==> src/rtl/regfile_port_arb.sv <==
// Register-file port arbiter: shares the core's writeback and rs2 read ports
// with a debug master through a 2-entry in-order request FIFO.
module regfile_port_arb #(
  parameter int STARVE_LIMIT = 8
) (
  input  logic        i_clk,
  input  logic        i_reset,
  input  logic [4:0]  i_core_rs1_addr,
  input  logic [4:0]  i_core_rs2_addr,
  input  logic        i_core_wren,
  input  logic [4:0]  i_core_rd_addr,
  input  logic [31:0] i_core_rd_data,
  output logic        o_core_stall,
  input  logic        i_dbg_valid,
  input  logic        i_dbg_we,
  input  logic [4:0]  i_dbg_addr,
  input  logic [31:0] i_dbg_wdata,
  output logic        o_dbg_ready,
  output logic        o_dbg_rvalid,
  output logic [31:0] o_dbg_rdata,
  output logic [4:0]  o_rf_rs1_addr,
  output logic [4:0]  o_rf_rs2_addr,
  input  logic [31:0] i_rf_rs2_data,
  output logic        o_rf_rd_wren,
  output logic [4:0]  o_rf_rd_addr,
  output logic [31:0] o_rf_rd_data
);

  typedef enum logic [1:0] {
    IDLE         = 2'd0,
    DBG_RD       = 2'd1,
    DBG_WR_FORCE = 2'd2
  } state_t;

  localparam logic [3:0] FORCE_CNT = 4'(STARVE_LIMIT - 1);

  state_t      state_r;
  state_t      state_nxt_s;
  logic [3:0]  starve_cnt_r;
  logic [3:0]  starve_cnt_nxt_s;

  logic        fifo_we_r   [2];
  logic [4:0]  fifo_addr_r [2];
  logic [31:0] fifo_data_r [2];
  logic        rd_ptr_r;
  logic        wr_ptr_r;
  logic [1:0]  count_r;
  logic [1:0]  count_nxt_s;
  logic        rd_ptr_nxt_s;

  logic        dbg_rvalid_r;
  logic [31:0] dbg_rdata_r;

  logic        push_s;
  logic        pop_s;
  logic        full_s;
  logic        empty_s;
  logic        blocked_s;
  logic        dbg_wr_s;
  logic        nxt_head_rd_s;
  logic        head_we_s;
  logic [4:0]  head_addr_s;
  logic [31:0] head_data_s;

  assign full_s       = (count_r == 2'd2);
  assign empty_s      = (count_r == 2'd0);
  assign o_dbg_ready  = !full_s && !i_reset;
  assign push_s       = i_dbg_valid && o_dbg_ready;
  assign head_we_s    = fifo_we_r[rd_ptr_r];
  assign head_addr_s  = fifo_addr_r[rd_ptr_r];
  assign head_data_s  = fifo_data_r[rd_ptr_r];
  assign o_core_stall = (state_r != IDLE);
  assign o_dbg_rvalid = dbg_rvalid_r;
  assign o_dbg_rdata  = dbg_rdata_r;

  // Service decision for the FIFO head: pop, debug write, or core-blocked write
  always_comb begin
    pop_s     = 1'b0;
    blocked_s = 1'b0;
    dbg_wr_s  = 1'b0;
    case (state_r)
      DBG_RD: begin
        pop_s = !empty_s;
      end
      DBG_WR_FORCE: begin
        pop_s    = !empty_s;
        dbg_wr_s = !empty_s;
      end
      IDLE: begin
        if (!empty_s && head_we_s) begin
          if (i_core_wren) begin
            blocked_s = 1'b1;
          end else begin
            pop_s    = 1'b1;
            dbg_wr_s = 1'b1;
          end
        end else begin
          pop_s = 1'b0;
        end
      end
      default: begin
        pop_s = 1'b0;
      end
    endcase
  end

  // Look ahead to the head entry after this edge so a fresh read enters DBG_RD directly
  always_comb begin
    count_nxt_s   = count_r + {1'b0, push_s} - {1'b0, pop_s};
    rd_ptr_nxt_s  = rd_ptr_r ^ pop_s;
    nxt_head_rd_s = 1'b0;
    if (count_nxt_s == 2'd0) begin
      nxt_head_rd_s = 1'b0;
    end else if ((count_r - {1'b0, pop_s}) == 2'd0) begin
      nxt_head_rd_s = !i_dbg_we;
    end else begin
      nxt_head_rd_s = !fifo_we_r[rd_ptr_nxt_s];
    end
  end

  // Next-state and starvation counter
  always_comb begin
    state_nxt_s      = IDLE;
    starve_cnt_nxt_s = starve_cnt_r;
    case (state_r)
      IDLE: begin
        if (blocked_s) begin
          starve_cnt_nxt_s = starve_cnt_r + 4'd1;
          if (starve_cnt_nxt_s == FORCE_CNT) begin
            state_nxt_s = DBG_WR_FORCE;
          end else begin
            state_nxt_s = IDLE;
          end
        end else begin
          if (dbg_wr_s) begin
            starve_cnt_nxt_s = 4'd0;
          end else begin
            starve_cnt_nxt_s = starve_cnt_r;
          end
          if (nxt_head_rd_s) begin
            state_nxt_s = DBG_RD;
          end else begin
            state_nxt_s = IDLE;
          end
        end
      end
      DBG_RD: begin
        state_nxt_s = IDLE;
      end
      DBG_WR_FORCE: begin
        state_nxt_s      = IDLE;
        starve_cnt_nxt_s = 4'd0;
      end
      default: begin
        state_nxt_s = IDLE;
      end
    endcase
  end

  // Register-file port muxing; address 0 writes are swallowed
  always_comb begin
    o_rf_rs1_addr = i_core_rs1_addr;
    o_rf_rs2_addr = i_core_rs2_addr;
    o_rf_rd_wren  = i_core_wren;
    o_rf_rd_addr  = i_core_rd_addr;
    o_rf_rd_data  = i_core_rd_data;
    if (state_r == DBG_RD) begin
      o_rf_rs2_addr = head_addr_s;
      o_rf_rd_wren  = 1'b0;
    end else if (dbg_wr_s) begin
      o_rf_rd_wren  = (head_addr_s != 5'd0);
      o_rf_rd_addr  = head_addr_s;
      o_rf_rd_data  = head_data_s;
    end else begin
      o_rf_rd_wren  = i_core_wren;
    end
  end

  // Request FIFO storage and pointers
  always_ff @(posedge i_clk or posedge i_reset) begin
    if (i_reset) begin
      for (int i = 0; i < 2; i++) begin
        fifo_we_r[i]   <= 1'b0;
        fifo_addr_r[i] <= 5'd0;
        fifo_data_r[i] <= 32'd0;
      end
      rd_ptr_r <= 1'b0;
      wr_ptr_r <= 1'b0;
      count_r  <= 2'd0;
    end else begin
      if (push_s) begin
        fifo_we_r[wr_ptr_r]   <= i_dbg_we;
        fifo_addr_r[wr_ptr_r] <= i_dbg_addr;
        fifo_data_r[wr_ptr_r] <= i_dbg_wdata;
        wr_ptr_r              <= !wr_ptr_r;
      end
      rd_ptr_r <= rd_ptr_nxt_s;
      count_r  <= count_nxt_s;
    end
  end

  // FSM state and starvation counter registers
  always_ff @(posedge i_clk or posedge i_reset) begin
    if (i_reset) begin
      state_r      <= IDLE;
      starve_cnt_r <= 4'd0;
    end else begin
      state_r      <= state_nxt_s;
      starve_cnt_r <= starve_cnt_nxt_s;
    end
  end

  // Debug read return: strobe after each DBG_RD cycle, data held until the next read
  always_ff @(posedge i_clk or posedge i_reset) begin
    if (i_reset) begin
      dbg_rvalid_r <= 1'b0;
      dbg_rdata_r  <= 32'd0;
    end else begin
      dbg_rvalid_r <= (state_r == DBG_RD);
      if (state_r == DBG_RD) begin
        dbg_rdata_r <= i_rf_rs2_data;
      end
    end
  end

endmodule

==> config.mk <==
export PLATFORM = sky130hd
export DESIGN_NAME = regfile_port_arb
export DESIGN_NICKNAME = d
export VERILOG_FILES = /design/src/rtl/regfile_port_arb.sv
export SDC_FILE = /design/constraint.sdc
export NUM_CORES = 1
export LEC_CHECK = 0
export CELL_PAD_IN_SITES_DETAIL_PLACEMENT = 1
export CELL_PAD_IN_SITES_GLOBAL_PLACEMENT = 2
export CORE_AREA = 2 2 210 109
export DETAILED_ROUTE_END_ITERATION = 8
export DIE_AREA = 0 0 212 111
export PLACE_DENSITY_LB_ADDON = 0.1
export SETUP_SLACK_MARGIN = 0.05
export SLEW_MARGIN = 20
export SYNTH_ARGS = -nofsm -noshare
export SYNTH_HDL_FRONTEND = slang
export SYNTH_SLANG_ARGS = --single-unit
==> constraint.sdc <==
create_clock -name i_clk -period 3.7 [get_ports i_clk]
set_input_delay 0.555 -clock i_clk [delete_from_list [all_inputs] [get_ports i_clk]]
set_output_delay 0.555 -clock i_clk [all_outputs]
set_load 0.01 [all_outputs]
==> impl_results.md, run 1 <==
* Ys async rst share at 100%
* Site Rows at 39
* Pre-Repair DR Iteration Count at 4
* Initial Util at 26.2%
* Post-CTS Hold Fix Bufs at 0
* Slew @ Worst Pin at 0.882 ns
* Pwr/cell area at between 800 and 900 nW/um^2
* Status: completed
* Worst skew pair latency at about 0.42 ns
* Num CTS Buffers at 17
* Flops & latches, synth at 119
* Die ar. at 23500 um^2
* Crit-path cells: inv_1 -> ha_1 -> and2b_1 -> a21oi_2 -> nor3_4 -> buf_6 -> mux2_2 -> clkdlybuf4s50_1
* Clock-pin slew on the worst setup and hold paths at 0.05 ns
* Post-CTS sizing at 0
* Util after Layout at just under 40%
* Hold path depth at 1
* Antenna-violating nets left at 0
* Remaining global-route overflow at 0
* Distinct cells, synth at 44
* Routability cong. at 0.732
* First-pass GRT wire length at approximately 26000 um
* Initial DRC Count at between 90 and 100
* Clock Tree Buf Depth at 2
* Post-synth EDFFs at 0
* Most used DFF post-synth: dfrtp_1
* Final Instance Area at 8560 um^2
* CP max-delay cell: clkdlybuf4s50_1
* Initial antenna violation count at 2
* Max cap viols at 0
* Ranking of synthesized cells by area: dfrtp_1 52%, mux2_2 34%, ha_1 1.7%
* Final period utilization at approximately 90%
* CP required at 3.14 ns
* Remaining routing DRC violations at 0
* Syn Std Cell Area at 5770 um^2
* Cell leakage power at 3.48 nW
* Share of cells above drive strength 1 at 35.6%
* Worst hold path class: flop to flop
* R2R Setup Slk at between 0.8 and 0.9 ns
* CP Max Fanout at 15
* CP endpoint kind: primary output
* Setup violators final at 0
* Vias per cell at 4.35
* Nets at 735
* IO Port Bufs at roughly 190
* Number of global-route vias before repair at 4477
* VDD IR max at 0.309 mV
* H-tree levels at 4
* Final Non-Filler Cells at 922
* R2R depth at 12
* Critical path class: flop to primary output
* Via count at 4008
* Rel. slew slack at between 40 and 50%
* Dpl hpwl at about 12000 um
* Die Y at about 110 um
* WP data arrival at 2.86 ns
* Clock Skew at 0.00924 ns
* Total power draw at 6.93 mW
* Pins over their slew limit at 0
* Total wire length at 16400 um
* Yosys top cell area share at 51.6%
* Clock tree sinks at 119
* Final min period at around 3.4 ns
* Fillers at 2294
* Largest net degree at the start of global routing at 66
* Core area at 22000 um^2
* Post-CTS Setup Bufs at 0
* FMAX at 293 MHz
* Startpoint Class: flop
* Worst setup margin at 0.286 ns
* Total GRT Usage at 14.8%
* P&R area growth vs syn at 48.3%
* Syn_nets at 541
* Worst path max stage delay at 0.48 ns
* Die Wd at 212 um
* Final hold vios at 0
* Sequential area share after synthesis at 51.6%
* IO Pins at 204
* Cell taking the most area after synthesis: dfrtp_1
* Fin Setup TNS at 0 ns
* Avg Synthesized Cell Area at 14.0 um^2
* Hold WS at 0.500 ns
* Root Buffer Master: clkbuf_16
* Antenna cell count at 0
* RSZ-0062 raised after global routing: no
* Dpl cells at 894
* Placed inst area at 8040 um^2
* CTS tree: built
* Cells after Synth at 412
* Yosys Warn Count at 0
* Post-Place Worst Slack at 0.261 ns
* Routed WL per cell at 17.8 um
==> flip-flops by register name (all words and copies together), names as in the netlist <==
register / count
starve_cnt_r: 4
o_dbg_rvalid: 1
o_dbg_rdata: 32
fifo_data_r: 64
count_r: 2
fifo_we_r: 2
wr_ptr_r: 1
fifo_addr_r: 10
state_r: 2
rd_ptr_r: 1
==> path summary, 6_finish.rpt <==
kind	start	end
min in group asynchronous	i_reset	fifo_data_r[60]
max in group asynchronous	i_reset	rd_ptr_r
hold reg to reg	fifo_data_r[38]	fifo_data_r[38]
setup reg to reg	state_r[0]	state_r[0]
setup / recovery	state_r[0]	o_rf_rd_data[8]
hold / removal	fifo_data_r[38]	fifo_data_r[38]
==> synthesized netlist by cell type (3+ instances only) <==
library cell / n
clkbuf_1: 8
a21oi_1: 9
mux2_2: 175
buf_2: 7
buf_4: 6
buf_6: 3
dfrtp_1: 119
ha_1: 8
nor3_1: 3
inv_1: 15
mux2i_1: 10
o21ai_0: 3
nor2_1: 8
==> power by group <==
part,switching (mW),internal (mW)
registers,0.383,1.96
logic,1.25,1.86
clock network,0.572,0.904
total,2.21,4.73
==> routing by layer <==
layer	track usage [%]	wire length [um]
met1	20.9	8310
met2	20.1	6700
met3	6.18	1170
met4	4.93	219
met5	0	20
==> worst max-delay path: cells and delay by family (launching register included) <==
| kind | cells | cell delay [ns] |
|---|---|---|
| buffers and inverters | 3 | 0.82 |
| and+or+nand+nor | 2 | 0.51 |
| DFF | 1 | 0.41 |
| muxes | 1 | 0.36 |
| adders and majority gates | 1 | 0.24 |
| AOI/OAI and AO/OA | 1 | 0.10 |
==> layout by cell type, fill, tap and decap left out, types with 3 or more instances in the layout <==
cell type        count
clkinv_2             5
o21ai_0              3
a21oi_1              9
clkbuf_8             4
buf_4                5
nor3_1               3
clkbuf_16           17
clkdlybuf4s50_1    193
nor2_1               7
ha_1                 7
mux2_2             175
mux2i_1             10
inv_1               14
dfrtp_1            118
==> cell type report <==
type | count | area, um^2 | area share (%)
multi-input cells | 252 | 2600 | 30.4
clock buffers | 23 | 488 | 5.70
inverters | 15 | 60.1 | 0.702
flip-flops and latches | 119 | 2980 | 34.8
clock inverters | 5 | 25.0 | 0.292
well taps | 307 | 384 | 4.49
repair buffers | 201 | 2020 | 23.6
==> cell families after synthesis <==
| group | after synthesis | synth area share (%) |
|---|---|---|
| adder cells (fa/ha/maj) | 8 | 1.73 |
| AO/OA/AOI/OAI | 26 | 3.08 |
| buffers and inverters | 41 | 3.60 |
| XOR/XNOR | 5 | 1.02 |
| AND/OR/NAND/NOR | 26 | 2.65 |
| multiplexers | 187 | 36.3 |
| flip-flops | 119 | 51.6 |
(Power assumes the default switching activity.)
==> run 2: changes to the inputs <==
Clock period 3.7 ns to 2.9 ns, I/O delays scaled along.
==> run 2 against run 1 <==
Core utilization increased by 1.2 points; power grew 33%; via count increased by 3.6%; clock skew is 0.00069 ns lower.
==> impl_results.md, run 2 (synthesis results as in run 1) <==
* Status: completed
* Pwr/cell area at about 1000 nW/um^2
* Final hold vios at 0
* Startpoint Class: flop
* Remaining global-route overflow at 0
* Antenna-violating nets left at 0
* Fin Setup TNS at 0 ns
* Worst hold path class: flop to flop
* Largest net degree at the start of global routing at 67
* Pre-Repair DR Iteration Count at 4
* Critical path class: flop to primary output
* Core area at 22000 um^2
* Pins over their slew limit at 0
* WP data arrival at 2.43 ns
* CP required at about 2.5 ns
* Die Y at approximately 110 um
* Final period utilization at 98.9%
* Fillers at 2292
* Slew @ Worst Pin at 0.894 ns
* CP endpoint kind: primary output
* Root Buffer Master: clkbuf_16
* Clock tree sinks at 119
* Initial antenna violation count at 2
* Worst skew pair latency at 0.42 ns
* Total wire length at 17800 um
* Max cap viols at 0
* Die ar. at 23500 um^2
* Number of global-route vias before repair at 4778
* CTS tree: built
* Remaining routing DRC violations at 0
* Initial DRC Count at 68
* Rel. slew slack at 40.4%
* Share of cells above drive strength 1 at 44.4%
* Most frequent cells in the layout: 164 x mux2_2, 155 x clkdlybuf4s50_1, 118 x dfrtp_1
* Commonest non-fill, non-tap cell in the layout: mux2_2
* Via count at a little over 4000
* Reg area at 2980 um^2
* Initial Util at 26.2%
* FMAX at around 350 MHz
* Clock-pin slew on the worst setup and hold paths at 0.05 ns
* RSZ-0062 raised after global routing: yes
* Total GRT Usage at 15.9%
* Post-CTS Hold Fix Bufs at 0
* CP Max Fanout at 7
* VDD IR max at 0.400 mV
* Hold WS at 0.497 ns
* First-pass GRT wire length at 27800 um
* Vias per cell at 4.39
* Clock Skew at ~0.0086 ns
* Cell leakage power at 3.71 nW
* Die Wd at between 200 and 250 um
* Routed WL per cell at 18.8 um
* Most flops, register: fifo_data_r
* P&R area growth vs syn at 52.9%
* Dpl hpwl at ~12000 um
* Final Instance Area at ~9000 um^2
* Nets at 758
* Routability cong. at 0.769
* Setup violators final at 0
* IO Port Bufs at 193
* H-tree levels at 4
* Antenna cell count at 0
* Max reg flops at 64
* Num CTS Buffers at 17
* Placed inst area at 8090 um^2
* Final min period at roughly 2.9 ns
* IO Pins at 204
* Clock Tree Buf Depth at 2
* Footprint of the multi-input gates at 2680 um^2
* Site Rows at 39
==> run 2: cell count changes in the layout (fill, tap and decap cells not counted), sizes merged <==
| cell | previous run | this run |
|---|---|---|
| dlymetal6s2s | 0 | 1 |
| clkbuf | 23 | 29 |
| buf | 8 | 61 |
| clkdlybuf4s50 | 193 | 155 |
| clkinv | 5 | 4 |
| dlygate4sd2 | 0 | 3 |
==> run 2: metrics by stage <==
stage	instances	util (%)	total power [mW]	setup WS [ns]
floorplan	412	-	5.33	-0.953
global placement	901	36.8	6.97	-0.0144
detailed placement	901	36.8	7.12	-0.0659
CTS	942	40.0	9.29	-0.113
global route	946	40.1	9.84	-0.0455
finish	946	40.1	9.22	0.0313
==> run 2: cell type report <==
class,count,area share [%]
repair buffers,224,24.9
flip-flops and latches,119,33.8
well taps,307,4.35
clock inverters,4,0.227
clock buffers,25,5.73
multi-input cells,252,30.3
inverters,15,0.681
==> run 2: layer usage <==
metal / track usage (%) / vias up / wire, um
met5: 0 / - / 26
met4: 4.51 / 4 / 175
met3: 7.00 / 18 / 1280
met2: 21.8 / 96 / 7410
met1: 22.4 / 2129 / 8870
li1: - / 1907 / -
==> run 2: critical path, cell delays in order (launching register included) <==
cell,delay (ns)
dfrtp_1,0.39
inv_2,0.07
ha_4,0.16
and2b_2,0.21
a21oi_4,0.14
nor3_4,0.06
buf_12,0.14
buf_12,0.13
buf_16,0.14
buf_6,0.13
mux2_4,0.30
buf_6,0.12
==> run 2: repair_timing <==
| item | 4_1_cts | 5_1_grt |
|---|---|---|
| gates cloned | 3 | 0 |
| buffers inserted | 9 | 5 |
| pin swaps | 1 | 3 |
| endpoints found under the setup margin | 37 | 36 |
| gates resized for setup | 136 | 43 |
==> run 2: power breakdown <==
group | internal (mW) | switching [mW]
sequential | 2.50 | 0.499
clock | 1.18 | 0.730
combinational | 2.56 | 1.75
total | 6.24 | 2.98
==> run 2: worst paths after layout <==
| path | startpoint | endpoint | slack [ns] | cells after the start |
|---|---|---|---|---|
| max in group asynchronous | i_reset | fifo_data_r[11] | 0.90 | 4 |
| max | state_r[0] | o_rf_rd_data[12] | 0.03 | 11 |
| min reg2reg | fifo_data_r[29] | fifo_data_r[29] | 0.50 | 1 |
| min in group asynchronous | i_reset | fifo_data_r[53] | 0.73 | 3 |
| max reg2reg | state_r[0] | state_r[0] | 0.20 | 15 |
| min | fifo_data_r[29] | fifo_data_r[29] | 0.50 | 1 |
